==> src/rtl/inst_fetch_ctrl.sv <==
// Instruction-fetch controller: owns the fetch PC, addresses the async
// instruction ROM, and queues {pc, inst, err} entries in a 2-deep prefetch
// buffer that feeds decode over valid/ready. Redirects flush and restart;
// a misaligned or out-of-range PC produces one fault entry, then fetch halts.
module inst_fetch_ctrl #(
    parameter int          ADDR_W    = 8,
    parameter int          ROM_DEPTH = 110,
    parameter logic [31:0] RESET_PC  = 32'h0000_0000
) (
    input  logic              clk,
    input  logic              reset,
    output logic [ADDR_W-1:0] rom_addr,
    input  logic [31:0]       rom_inst,
    input  logic              redirect_valid,
    input  logic [31:0]       redirect_pc,
    output logic              out_valid,
    input  logic              out_ready,
    output logic [31:0]       out_pc,
    output logic [31:0]       out_inst,
    output logic              out_err,
    output logic              halted
);

    localparam logic [29:0] ROM_DEPTH_W = 30'(ROM_DEPTH);

    // Control state (reset)
    logic [31:0] fetch_pc_q, fetch_pc_d;
    logic        wr_ptr_q, wr_ptr_d;
    logic        rd_ptr_q, rd_ptr_d;
    logic [1:0]  count_q, count_d;
    logic        halted_q, halted_d;

    // Buffer payload (not reset; masked at the outputs while empty)
    logic [31:0] pc_q   [2];
    logic [31:0] inst_q [2];
    logic        err_q  [2];

    logic        pop;
    logic        push;
    logic        fetch_err;
    logic [31:0] push_inst;

    assign rom_addr  = fetch_pc_q[ADDR_W+1:2];

    assign out_valid = (count_q != 2'd0);
    assign out_pc    = out_valid ? pc_q[rd_ptr_q]   : 32'h0;
    assign out_inst  = out_valid ? inst_q[rd_ptr_q] : 32'h0;
    assign out_err   = out_valid ? err_q[rd_ptr_q]  : 1'b0;
    assign halted    = halted_q;

    // A fault entry carries a zero instruction so decode never sees stale ROM data
    assign fetch_err = (fetch_pc_q[1:0] != 2'b00) || (fetch_pc_q[31:2] >= ROM_DEPTH_W);
    assign push_inst = fetch_err ? 32'h0 : rom_inst;

    // Handshake: a pop frees a slot in the same cycle, so a full buffer can still push
    always_comb begin
        pop  = out_valid && out_ready;
        push = !redirect_valid && !halted_q && ((count_q != 2'd2) || pop);
    end

    // Next-state: redirect flushes everything and overrides push/pop
    always_comb begin
        fetch_pc_d = fetch_pc_q;
        wr_ptr_d   = wr_ptr_q;
        rd_ptr_d   = rd_ptr_q;
        count_d    = count_q;
        halted_d   = halted_q;
        if (redirect_valid) begin
            fetch_pc_d = redirect_pc;
            wr_ptr_d   = 1'b0;
            rd_ptr_d   = 1'b0;
            count_d    = 2'd0;
            halted_d   = 1'b0;
        end else begin
            if (push) begin
                wr_ptr_d = ~wr_ptr_q;
                if (fetch_err) begin
                    halted_d = 1'b1;
                end else begin
                    fetch_pc_d = fetch_pc_q + 32'd4;
                end
            end
            if (pop) begin
                rd_ptr_d = ~rd_ptr_q;
            end
            case ({push, pop})
                2'b10:   count_d = count_q + 2'd1;
                2'b01:   count_d = count_q - 2'd1;
                default: count_d = count_q;
            endcase
        end
    end

    // Control registers with synchronous reset
    always_ff @(posedge clk) begin
        if (reset) begin
            fetch_pc_q <= RESET_PC;
            wr_ptr_q   <= 1'b0;
            rd_ptr_q   <= 1'b0;
            count_q    <= 2'd0;
            halted_q   <= 1'b0;
        end else begin
            fetch_pc_q <= fetch_pc_d;
            wr_ptr_q   <= wr_ptr_d;
            rd_ptr_q   <= rd_ptr_d;
            count_q    <= count_d;
            halted_q   <= halted_d;
        end
    end

    // Buffer write port; push already excludes redirect, and reset masks via count
    always_ff @(posedge clk) begin
        if (push) begin
            pc_q[wr_ptr_q]   <= fetch_pc_q;
            inst_q[wr_ptr_q] <= push_inst;
            err_q[wr_ptr_q]  <= fetch_err;
        end
    end

endmodule

==> config.mk <==
export PLATFORM = sky130hd
export DESIGN_NAME = inst_fetch_ctrl
export DESIGN_NICKNAME = d
export VERILOG_FILES = /design/src/rtl/inst_fetch_ctrl.sv
export SDC_FILE = /design/constraint.sdc
export NUM_CORES = 1
export LEC_CHECK = 0
export ABC_AREA = 1
export CAP_MARGIN = 20
export CORE_MARGIN = 3
export CORE_UTILIZATION = 52
export CTS_CLUSTER_SIZE = 8
export DETAILED_ROUTE_END_ITERATION = 8
export PLACE_DENSITY = 0.8
export SLEW_MARGIN = 15
export SYNTH_ARGS = -nofsm -noshare
export SYNTH_HDL_FRONTEND = slang
export SYNTH_SLANG_ARGS = --single-unit
==> constraint.sdc <==
create_clock -name clk -period 4.9 [get_ports clk]
set_input_delay 0.735 -clock clk [delete_from_list [all_inputs] [get_ports clk]]
set_output_delay 0.735 -clock clk [all_outputs]
set_load 0.03 [all_outputs]
==> flow_summary_export.csv <==
group,metric,value,unit
cts,htree_levels,4,
timing,max-slew-margin-rel,34.0,%
timing,tightest_slew,0.988,ns
detailed_routing,avgViaCountPerCell,5.16,
grt,grt_max_degree,66,
setup_path,required,4.16,ns
cells_and_area,regArea,4670,um2
cts,hold_buffers,0,
timing,fin_crit,3.21,ns
cts,clock_sinks,168,
logic_synthesis,synth_cells,748,
cts,cts_buffers,17,
setup_path,critPathMaxStageDelay,0.60,ns
status,outcome,"completed",
cts,cts_tree,"yes",
cts,cts_buffer_depth,2,
timing,rsz0062_at_grt,"no",
detailed_routing,wl_per_cell,15.0,um
pwr,peakVddDrop,199,uV
die,row_count,42,
cells_and_area,finish.utilization,69.8,%
setup_path,arrival,2.48,ns
place,gp_congestion,0.816,
die,ios,143,
cts,cts_resized,0,
timing,fmax,0.311,GHz
cells_and_area,diodes,0,
detailed_routing,dr.pass1.iters,5,
timing,hold_violations,0,
flow_run,max-cap-violations,0,
grt,grt_pass1_vias,5025,
logic_synthesis,ys_warn_count,0,
setup_path,worstSetupPathType,"reg2out",
detailed_routing,dr_wl_met2,7870,um
die,die_w,123,um
die,die_y,123,um
pwr,combPwrFrac,9.6,%
cells_and_area,synthToLayoutAreaGrowth,30.2,%
hold_path,hold_class,"reg2reg",
cts,root_buffer,"clkbuf_16",
detailed_routing,drtAntennaViolNets,0,
pwr,clockPowerShare,41.1,%
die,dieArea,15200,um2
timing,period_share,65.6,%
setup_path,crit_fanout,29,
logic_synthesis,synth_cell_types,30,
pwr,pwr-share-seq,49.3,%
grt,grt_remaining_overflow,0,
pwr,p_per_area,359,nW/um2
grt,grt_pass1_wl,24100,um
setup_path,cp-start-kind,"flop",
place,port_buffers,142,
logic_synthesis,syn_nets,818,
detailed_routing,top_layer,"met4",
pwr,p_sw_share,22.5,%
cts,path_clk_slew,0.06,ns
logic_synthesis,synth_area,7160,um2
cells_and_area,layout-drive-gt1-share,5.64,%
detailed_routing,drt-total-wl,15900,um
die,initial_utilization,53.6,%
place,dpl-instance-area,8690,um2
detailed_routing,drt-met1-wl,6790,um
grt,grt_antenna_before_repair,0,
die,core-area,13300,um2
detailed_routing,drc,0,
detailed_routing,wl_met3,1050,um
place,dp_hpwl,10200,um
cells_and_area,num-nets-final,943,
cells_and_area,multi_input_area,2080,um2
timing,drv_slew,0,
detailed_routing,vias,5477,
grt,grt_usage,20.9,%
pwr,leakage,3.56,nW
detailed_routing,drt_iter0_markers,374,
pwr,p_int,0.00259,W
timing,finalClockSkew,0.0109,ns
setup_path,slowest_stage,"clkdlybuf4s50_1",
pwr,switching_power,0.000753,W
cts,clock_latency,0.43,ns
logic_synthesis,ys_ff_latch,168,
cts,post_cts_buffers,0,
timing,fin_setup_tns,0,ns
timing,setup_violations,0,
logic_synthesis,yosysSeqAreaShare,65.2,%
setup_path,crit_path_cell_trace,"nor2_4 -> buf_12 -> buf_4 -> a21oi_1 -> clkdlybuf4s50_1",
logic_synthesis,syn_area_per_cell,9.57,um2
cells_and_area,design_area,9320,um2
cells_and_area,fillerInstances,1017,
setup_path,endpoint_kind,"output pin",
metrics by stage:
stage	std cells	power, W	setup WS [ns]	hold slack (ns)
2_1_floorplan	748	0.00185	0.683	0.425
3_3_place_gp	1028	0.00199	1.85	0.432
3_5_place_dp	1029	0.00200	1.89	0.441
4_1_cts	1061	0.00335	1.40	0.451
5_1_grt	1062	0.00344	1.56	0.476
6_report	1062	0.00334	1.69	0.456
sequential cells by signal, indices dropped and copies added, names as in the netlist, named ones only:
name and flops:
count_q 2, err_q 2, fetch_pc_q 32, halted 1, inst_q 64, pc_q 64
rd_ptr_q 1, wr_ptr_q 1
cell usage in the layout, fill, tap and decap left out, drive strengths merged, types with 2 or more instances in the layout:
master / n
a31oi: 2
o21ai: 17
a21oi: 88
ha: 2
nor2: 100
edfxtp: 130
nor3: 2
buf: 9
nand2: 221
clkinv: 8
xnor2: 2
inv: 59
nand4: 2
bufinv: 4
nand3b: 2
clkinvlp: 2
clkdlybuf4s50: 142
dfxtp: 38
clkbuf: 18
nand3: 34
power groups by stage:
stage / Sequential [W] / Clock, W / Combinational, W
2_1_floorplan: 0.00167 / 0 / 0.000186
3_3_place_gp: 0.00167 / 0 / 0.000314
3_5_place_dp: 0.00168 / 0 / 0.000321
4_1_cts: 0.00165 / 0.00138 / 0.000323
5_1_grt: 0.00166 / 0.00144 / 0.000351
6_report: 0.00165 / 0.00137 / 0.000321
per-layer routing:
metal  vias to the layer above  track usage [%]
li1                       2706                -
met1                      2546             26.2
met2                       199             35.1
met3                        26             5.17
met4                         0             8.10
met5                         -                0
cells by family after synthesis:
kind of cell	share of synthesized area, %
simple gates	20.2
fa+ha+maj	0.350
flops	65.2
xor+xnor	0.367
compound gates	7.78
buf+inv	6.14
Yosys cell counts, drive strengths merged:
cell type / number / area (um2)
dfxtp: 38 / 761
xor2: 1 / 8.76
nor3: 2 / 10.0
nand3b: 2 / 15.0
clkinv: 1 / 3.75
buf: 23 / 135
clkbuf: 22 / 82.6
o21ai: 17 / 88.8
inv: 58 / 218
a31oi: 2 / 12.5
or2: 1 / 6.26
xnor2: 2 / 17.5
o31ai: 1 / 7.51
edfxtp: 130 / 3900
nand3: 34 / 175
nand2: 221 / 842
nor2: 100 / 385
o211ai: 1 / 7.51
nand4: 2 / 12.5
a21oi: 88 / 440
ha: 2 / 25.0
worst max-delay path: cells and delay by family, from the launching register on:
kind            cells  cell delay [ns]
compound gates      1             0.07
simple gates        1             0.50
flops               1             0.35
buf+inv             3             1.12
cell type report:
cell class | count | share of cell area [%]
Clock buffer | 18 | 4.60
Clock inverter | 14 | 1.93
Sequential cell | 168 | 50.1
Inverter | 59 | 2.38
Multi-Input combinational cell | 476 | 22.3
Timing Repair Buffer | 151 | 16.4
Tap cell | 176 | 2.36
path summary, 6_finish.rpt:
kind	depth (start not counted)	from	endpoint	slack, ns
min reg2reg	1	rd_ptr_q	flop	0.46
min	1	rd_ptr_q	flop	0.46
max	5	count_q[1]	out_pc[23]	1.69
max reg2reg	12	fetch_pc_q[2]	fetch_pc_q[15]	2.71
Note: power is estimated with default switching activity, not from simulation.
